<file path="src/rtl/score_overlay.sv">
// score_overlay: composites a two-digit score for each side on top of the
// game layer. Scores are latched once per frame and a side that changes
// blinks for BLINK_FRAMES frames. Two-stage pipeline: stage 1 works out which
// cell and glyph position the pixel falls in, stage 2 does the font lookup
// and the final colour mux. Sync and blank travel alongside the pixel.
module score_overlay #(
   parameter int unsigned BLINK_FRAMES = 120
) (
   input  logic        CLOCK_50,
   input  logic        reset_n,
   input  logic        HS_in,
   input  logic        VS_in,
   input  logic        blank_in,
   input  logic [8:0]  row,
   input  logic [9:0]  col,
   input  logic [23:0] rgb_in,
   input  logic        frame_end,
   input  logic [7:0]  left_bcd,
   input  logic [7:0]  right_bcd,
   output logic        HS,
   output logic        VS,
   output logic        blank,
   output logic [23:0] rgb
);

   localparam logic [7:0]  BLINK_LOAD = 8'(BLINK_FRAMES);
   localparam logic [23:0] WHITE      = 24'hFFFFFF;

   // Scores and blink counters as seen by the current frame.
   logic [7:0] shown_left;
   logic [7:0] shown_right;
   logic [7:0] blink_left;
   logic [7:0] blink_right;
   logic       left_hidden;
   logic       right_hidden;

   // Stage 1 combinational results.
   logic       in_band;
   logic       cell_hit;
   logic       side_hidden;
   logic [3:0] digit_sel;
   logic [2:0] glyph_row_s0;
   logic [2:0] glyph_col_s0;
   logic       visible_s0;

   // Stage 1 registers.
   logic        hs_s1;
   logic        vs_s1;
   logic        blank_s1;
   logic [23:0] rgb_s1;
   logic        visible_s1;
   logic [3:0]  digit_s1;
   logic [2:0]  glyph_row_s1;
   logic [2:0]  glyph_col_s1;

   // Stage 2 combinational results.
   logic [63:0] glyph_word;
   logic [7:0]  glyph_bits;
   logic        pixel_on;

   // 8x8 digit font; row 0 is the most significant byte, bit 7 the leftmost pixel.
   function automatic logic [63:0] font_glyph(input logic [3:0] digit);
      case (digit)
         4'd0:    font_glyph = 64'h3C666E7666663C00;
         4'd1:    font_glyph = 64'h183818181818_7E00;
         4'd2:    font_glyph = 64'h3C66060C30607E00;
         4'd3:    font_glyph = 64'h3C66061C06663C00;
         4'd4:    font_glyph = 64'h0C1C3C6C7E0C0C00;
         4'd5:    font_glyph = 64'h7E607C0606663C00;
         4'd6:    font_glyph = 64'h3C66607C66663C00;
         4'd7:    font_glyph = 64'h7E060C1830303000;
         4'd8:    font_glyph = 64'h3C66663C66663C00;
         4'd9:    font_glyph = 64'h3C66663E06663C00;
         default: font_glyph = 64'h0;
      endcase
   endfunction

   // A side is hidden during the "off" half of each 16-frame blink period.
   assign left_hidden  = (blink_left  != 8'd0) && blink_left[3];
   assign right_hidden = (blink_right != 8'd0) && blink_right[3];

   // Latch scores at frame end so a frame never shows a mix of old and new digits; a change restarts that side's blink.
   always_ff @(posedge CLOCK_50 or negedge reset_n) begin
      if (!reset_n) begin
         shown_left  <= 8'h00;
         shown_right <= 8'h00;
         blink_left  <= 8'd0;
         blink_right <= 8'd0;
      end else if (frame_end) begin
         shown_left  <= left_bcd;
         shown_right <= right_bcd;
         if (left_bcd != shown_left)
            blink_left <= BLINK_LOAD;
         else if (blink_left != 8'd0)
            blink_left <= blink_left - 8'd1;
         if (right_bcd != shown_right)
            blink_right <= BLINK_LOAD;
         else if (blink_right != 8'd0)
            blink_right <= blink_right - 8'd1;
      end
   end

   // Stage 1: find the digit cell under the pixel and its position inside the scaled glyph.
   always_comb begin
      in_band     = (row >= 9'd16) && (row <= 9'd47);
      cell_hit    = 1'b0;
      side_hidden = 1'b0;
      digit_sel   = 4'd0;
      // Cell bases are multiples of 32, so the in-cell column offset is just col[4:0];
      // the band starts at row 16, so subtracting 16 then dividing by 4 is adding 4 mod 8.
      glyph_col_s0 = col[4:2];
      glyph_row_s0 = row[4:2] + 3'd4;
      if (in_band) begin
         if ((col >= 10'd256) && (col <= 10'd287)) begin
            cell_hit    = 1'b1;
            digit_sel   = shown_left[7:4];
            side_hidden = left_hidden;
         end else if ((col >= 10'd288) && (col <= 10'd319)) begin
            cell_hit    = 1'b1;
            digit_sel   = shown_left[3:0];
            side_hidden = left_hidden;
         end else if ((col >= 10'd352) && (col <= 10'd383)) begin
            cell_hit    = 1'b1;
            digit_sel   = shown_right[7:4];
            side_hidden = right_hidden;
         end else if ((col >= 10'd384) && (col <= 10'd415)) begin
            cell_hit    = 1'b1;
            digit_sel   = shown_right[3:0];
            side_hidden = right_hidden;
         end
      end
      // Nibbles above 9 are not digits and leave the whole cell transparent.
      visible_s0 = cell_hit && (digit_sel <= 4'd9) && !side_hidden;
   end

   // Stage 1 register: carry timing signals and the cell decode forward one clock.
   always_ff @(posedge CLOCK_50 or negedge reset_n) begin
      if (!reset_n) begin
         hs_s1        <= 1'b1;
         vs_s1        <= 1'b1;
         blank_s1     <= 1'b1;
         rgb_s1       <= 24'h000000;
         visible_s1   <= 1'b0;
         digit_s1     <= 4'd0;
         glyph_row_s1 <= 3'd0;
         glyph_col_s1 <= 3'd0;
      end else begin
         hs_s1        <= HS_in;
         vs_s1        <= VS_in;
         blank_s1     <= blank_in;
         rgb_s1       <= rgb_in;
         visible_s1   <= visible_s0;
         digit_s1     <= digit_sel;
         glyph_row_s1 <= glyph_row_s0;
         glyph_col_s1 <= glyph_col_s0;
      end
   end

   // Stage 2: pick the glyph row from the font and the pixel bit within it.
   always_comb begin
      glyph_word = font_glyph(digit_s1);
      glyph_bits = glyph_word[{~glyph_row_s1, 3'b000} +: 8];
      pixel_on   = glyph_bits[~glyph_col_s1];
   end

   // Stage 2 register: final colour mux; blanking is left to the downstream DAC stage.
   always_ff @(posedge CLOCK_50 or negedge reset_n) begin
      if (!reset_n) begin
         HS    <= 1'b1;
         VS    <= 1'b1;
         blank <= 1'b1;
         rgb   <= 24'h000000;
      end else begin
         HS    <= hs_s1;
         VS    <= vs_s1;
         blank <= blank_s1;
         rgb   <= (visible_s1 && pixel_on) ? WHITE : rgb_s1;
      end
   end

endmodule

</file>
<file path="config.mk">
export PLATFORM = sky130hd
export DESIGN_NAME = score_overlay
export DESIGN_NICKNAME = d
export VERILOG_FILES = /design/src/rtl/score_overlay.sv
export SDC_FILE = /design/constraint.sdc
export NUM_CORES = 1
export LEC_CHECK = 0
export CAP_MARGIN = 10
export CORE_ASPECT_RATIO = 1.1
export CORE_UTILIZATION = 52
export DETAILED_ROUTE_END_ITERATION = 16
export PLACE_DENSITY = 0.8
export SYNTH_ARGS = -nofsm -noshare
export SYNTH_HDL_FRONTEND = slang
export SYNTH_SLANG_ARGS = --single-unit
</file>
<file path="constraint.sdc">
create_clock -name CLOCK_50 -period 2.95 [get_ports CLOCK_50]
set_input_delay 0.295 -clock CLOCK_50 [delete_from_list [all_inputs] [get_ports CLOCK_50]]
set_output_delay 0.295 -clock CLOCK_50 [all_outputs]
set_load 0.01 [all_outputs]
</file>
==> impl_metrics.toml, run 1 <==
[die]
start_util_pct = 53.6
die-width_um = 92.9
ios = 92
die_area_mm2 = 0.00948
dieHeight_um = 102
fp-row-count = 36
core_mm2 = 0.00883

[yosys]
ys_seq_area_share_pct = 51.5
synth_edf_count = 0
avgSynthCellArea_um2 = 11.0
ys_top_cells_by_area = "dfrtp_1 (48%), xnor2_1 (3.9%), mux2_2 (3.8%)"
ys_ff_latch = 97
synth_commonest_cells = "dfrtp_1 (91), nand2_1 (44), a31oi_1 (26)"
synth_area_mm2 = 0.00473
synth.distinct_cells = 73
synth_compound_area_share_pct = 16.8
synth.area.mux_share_pct = 4.68
yosys.area.top_type = "dfrtp_1"
netlist.area_leader.share_pct = 48.2
syn_inst = 429
ys_warn_count = 0
yosys_most_used_dff = "dfrtp_1"
synthAdderAreaFrac_pct = 2.91
syn_nets = 505
synthArstFlopShare_pct = 100
yosys.area_share.simple_pct = 13.6
synth-xor-area-share_pct = 5.56
synth_top_family_by_area = "compound AO/OA/AOI/OAI gates"
yosysMostFrequentCell = "dfrtp_1"

[layout]
fin_cells = 627
area_growth_pct = 23.6
drive_gt1_share_pct = 11.9
num_antenna_cells = 0
fillerInstances = 683
final_nets = 584

[power]
combPwrFrac_pct = 14.5
clkPwrFrac_pct = 32.0
power_density_mw_per_mm2 = 470
power_switching_uw = 721
internal-power_mw = 2.03
power.leakage_nw = 2.37
ir_drop_mv = 0.377
seqPwrFrac_pct = 53.6
p_sw_share_pct = 26.2

[timing]
rsz0062_at_grt = "no"
worst_slew_pin_slew_ps = 832
fmax_mhz = 380
finalClockSkew_ps = 7.86
maxSlewViolCount = 0
max_slew_margin_pct = 44.6
fin_crit_ps = 2630
tns_ps = 0
hold_ws_ps = 322
finalSetupViolCount = 0
fin_crit_sh_pct = 89.2
finalHoldViolations = 0

[clock_network]
clockBufferDepth = 2
clk_latency_ps = 370
ctsRootBufferMaster = "clkbuf_8"
tritoncts = "built"
htree_levels = 3
clk_pin_slew_ps = 100
cts_made_buffers = 9
clock-sinks = 97

[routing]
wl_per_cell_um = 16.6
firstDrtPassIters = 4
wirelength_um = 10400
viasPerCell = 5.68
drcViolationCount = 0
num_vias = 3563
ant_nets = 0
drtIter0Drc = 193

[critical_path]
r2r-start = "digit_s1[0]"
required_ps = 3260
worstSetupPathType = "flip-flop to flip-flop"
path_max_fanout = 24
rrSetupSlack_ps = 320
cp.arrival_ps = 2940
cp-end-kind = "flip-flop"
crit_path_start_kind = "flip-flop"
crit_start = "digit_s1[0]"

[hold_path]
hold_class = "input port to flip-flop"
worstHoldStart = "VS_in"

[place]
dp_cells = 610
gp_congestion = 0.914
hpwl_um = 7310
port_buffers = 87

[grt]
grt-ovfl-total = 0
grt_usage_pct = 23.7
antenna_found_initial = 0
grt_pass1_wl_um = 17400
grt_pass1_vias = 3635
grt_max_degree = 55

[run]
drv_cap = 0

[outcome]
status = "completed"
-- final cells by class --
| type | count | area, µm² | share of cell area (%) |
|---|---|---|---|
| Timing Repair Buffer | 96 | 951 | 16.3 |
| Multi-Input combinational cell | 290 | 2060 | 35.2 |
| Clock buffer | 10 | 128 | 2.18 |
| Tap cell | 114 | 143 | 2.44 |
| Sequential cell | 97 | 2430 | 41.7 |
| Clock inverter | 6 | 78.8 | 1.35 |
| Inverter | 14 | 52.6 | 0.899 |
-- kinds of logic (layout without fill, tap and decap cells) --
logic type / after synthesis / count (layout)
compound gates: 103 / 103
fa+ha+maj: 11 / 11
xor+xnor: 30 / 30
mux: 20 / 20
simple gates: 126 / 126
buf+inv: 42 / 126
flops: 97 / 97
-- metrics by stage --
step                total power [mW]  area [µm²]  setup WS, ps  util [%]
global placement                1.88        5630           478      63.7
CTS                             2.77        5840           336      66.2
global route                    2.87        5840           137      66.2
detailed placement              1.89        5630           368      63.7
floorplan                       1.69        4730           594         -
finish                          2.75        5840           318      66.2
-- placed cells by master (no fill, tap or decap), types with 5 or more instances in the layout --
master	netlist	layout
dfstp_2	6	6
clkbuf_8	0	9
mux2_2	16	16
or3_1	5	5
o311a_1	5	5
nor3_1	7	7
ha_1	11	11
o22ai_1	5	5
nor2_1	17	17
buf_4	1	8
nor4_1	7	7
inv_1	14	14
xnor2_1	21	21
a21oi_1	15	15
xor2_1	9	9
clkdlybuf4s50_1	0	86
nand2b_1	10	10
dfrtp_1	91	91
nor2b_1	14	14
o21ai_1	5	5
o21ai_0	5	5
a31oi_1	26	26
nand2_1	44	44
-- registers in the layout, indices dropped and copies added (netlist names) --
name          count
blank             1
blink_left        8
vs_s1             1
rgb              24
glyph_row_s1      3
blank_s1          1
shown_right       8
digit_s1          4
hs_s1             1
shown_left        8
rgb_s1           24
HS                1
visible_s1        1
blink_right       8
VS                1
glyph_col_s1      3
-- path summary, 6_finish.rpt --
check	depth (start not counted)	to
setup / recovery	8	rgb[17]
max in group asynchronous	3	blink_left[1]
min in group asynchronous	2	rgb_s1[16]
setup reg to reg	8	rgb[17]
hold / removal	1	vs_s1
hold reg to reg	0	VS
-- worst max-delay path: stages (launching register included) --
cell and delay (ps):
dfrtp_1 450, inv_1 150, ha_1 340, mux2_1 180
a221oi_1 60, a2111o_1 440, o2111ai_4 630, a31oi_1 190
nand2_1 130
-- power by group through the flow --
stage | logic, mW | registers [mW] | clock network [mW]
5_1_grt | 0.438 | 1.48 | 0.954
4_1_cts | 0.400 | 1.47 | 0.902
2_1_floorplan | 0.207 | 1.48 | 0
3_3_place_gp | 0.384 | 1.49 | 0
3_5_place_dp | 0.396 | 1.50 | 0
6_report | 0.397 | 1.47 | 0.879
-- per-layer routing --
layer | track usage, % | part of all wire, %
met1 | 29.2 | 41
met2 | 40.9 | 54
met3 | 3.42 | 3.3
met4 | 12.0 | 2.6
met5 | 0 | 0
-- repair_timing --
item / in CTS / in global routing
setup buffers: 0 / 0
hold buffers: 1 / 0
hold endpoints to repair: 37 / 0
gates resized for setup: 0 / 0
setup endpoints to repair: 0 / 0
No activity file was read; power rests on OpenSTA's default activity.
==> inputs of run 2 (changes only) <==
- ABC_AREA: unset -> 0
==> results of run 2 <==
The final DEF is identical to that of run 1; final timing and power are the same.
==> inputs of run 3 (changes only) <==
- clock period: 2.95 -> 3 ns (I/O delays scaled with it)
==> impl_metrics.toml, run 3 (synthesized netlist as in run 1, its figures left out) <==
[outcome]
status = "completed"

[timing]
fin_crit_ps = 2600
fin_crit_sh_pct = 86.8
worst_slew_pin_slew_ps = 820
fin_ws_ps = 395
rsz0062_at_grt = "no"
finalHoldViolations = 0
finalClockSkew_ps = 14.5
hold_ws_ps = 316
max_slew_margin_pct = 45.3
finalSetupViolCount = 0
tns_ps = 0
fmax_mhz = 384
maxSlewViolCount = 0

[die]
dieHeight_um = 102
die-width_um = 92.9
fp-row-count = 36
start_util_pct = 53.6
die_area_mm2 = 0.00948
ios = 92
core_mm2 = 0.00883

[grt]
grt_pass1_wl_um = 16700
antenna_found_initial = 0
grt_max_degree = 98
grt_pass1_vias = 3509
grt-ovfl-total = 0
grt_usage_pct = 22.7

[clock_network]
cts_setup_buffers = 0
clk_pin_slew_ps = 100
ctsHoldBuffers = 1
htree_levels = 3
clockBufferDepth = 2
clk_latency_ps = 370
ctsResizeCount = 0
tritoncts = "built"
clock-sinks = 97
cts_made_buffers = 9
ctsRootBufferMaster = "clkbuf_8"

[layout]
drive_gt1_share_pct = 12.1
final_nets = 584
final_cell_mix = "dfrtp_1 (91), clkdlybuf4s50_1 (86), nand2_1 (44)"
largestRegisters = "rgb x24, rgb_s1 x24"
finalInstanceArea_mm2 = 0.00582
seq_area_mm2 = 0.00243
final_common_cell = "dfrtp_1"
fillerInstances = 696
multiInputGateArea_mm2 = 0.00206
area_growth_pct = 23.2
num_antenna_cells = 0

[run]
drv_cap = 0

[routing]
drtIter0Drc = 162
ant_nets = 0
drcViolationCount = 0
dr_wl_met2_um = 5250
wl_met3_um = 437
wl_per_cell_um = 16.0
viasPerCell = 5.72
firstDrtPassIters = 5
wl_met1_um = 4110
num_vias = 3584
wirelength_um = 10000
highest_layer = "met4"

[critical_path]
crit_path_start_kind = "flip-flop"
required_ps = 3310
cp.arrival_ps = 2910
cpPeakStageDelay_ps = 610
critPathSlowestCell = "o2111ai_4"
worstSetupPathType = "flip-flop to flip-flop"
timing.critical_path.cells = "inv_1 -> ha_1 -> mux2_1 -> a221oi_1 -> a2111o_1 -> o2111ai_4 -> a31oi_1 -> nand2_1"
path_max_fanout = 24
cp-end-kind = "flip-flop"

[power]
power_density_mw_per_mm2 = 451
power.leakage_nw = 2.37
ir_drop_mv = 0.261

[place]
port_buffers = 87
dp_slack_ps = 424
gp_congestion = 0.923
hpwl_um = 7110
dpl-instance-area_mm2 = 0.00563

[hold_path]
hold_class = "input port to flip-flop"
==> run 3: changes by cell type in the layout (fill, tap and decap cells not counted) <==
| cell | change |
|---|---|
| clkinv_2 | +1 |
| inv_6 | +1 |
| clkbuf_1 | -1 |
| bufinv_16 | -1 |
==> run 3: stage by stage <==
stage	util, %	cells	power, mW
after floorplan	-	429	1.66
after global placement	63.7	610	1.84
after detailed placement	63.7	610	1.86
after CTS	66.0	627	2.65
after global routing	66.0	627	2.76
final	66.0	627	2.63
==> run 3: area by class of cell <==
cell class | count | area share (%)
Tap cell | 114 | 2.45
Timing Repair Buffer | 96 | 16.3
Clock inverter | 7 | 1.07
Clock buffer | 9 | 2.13
Multi-Input combinational cell | 290 | 35.3
Sequential cell | 97 | 41.8
Inverter | 14 | 0.902
==> run 3: final timing paths <==
kind | slack [ps] | from | endpoint | cells after the start
min reg2reg | 360 | hs_s1 | HS | 0
min | 320 | HS_in | hs_s1 | 1
max in group asynchronous | 2050 | reset_n | VS | 3
max reg2reg | 400 | digit_s1[0] | rgb[23] | 8
min in group asynchronous | 530 | reset_n | rgb_s1[15] | 3
max | 400 | digit_s1[0] | rgb[23] | 8
==> run 3: where the power goes <==
group          internal [mW]  switching, mW  total [mW]
combinational          0.210          0.178       0.388
clock                  0.314          0.480       0.794
sequential              1.39         0.0613        1.45
total                   1.91          0.719        2.63
==> run 3: worst max-delay path, delay by kind of cell, from the launching register on <==
| family | cells | cell delay, ps |
|---|---|---|
| AOI/OAI and AO/OA | 4 | 1300 |
| DFF | 1 | 460 |
| adders and majority gates | 1 | 320 |
| muxes | 1 | 190 |
| buffers and inverters | 1 | 150 |
| and+or+nand+nor | 1 | 120 |
==> run 3: routing by layer <==
metal	GRT usage [%]	vias up
li1	-	1685
met1	28.1	1775
met2	38.2	102
met3	4.99	22
met4	10.3	0
met5	0	-
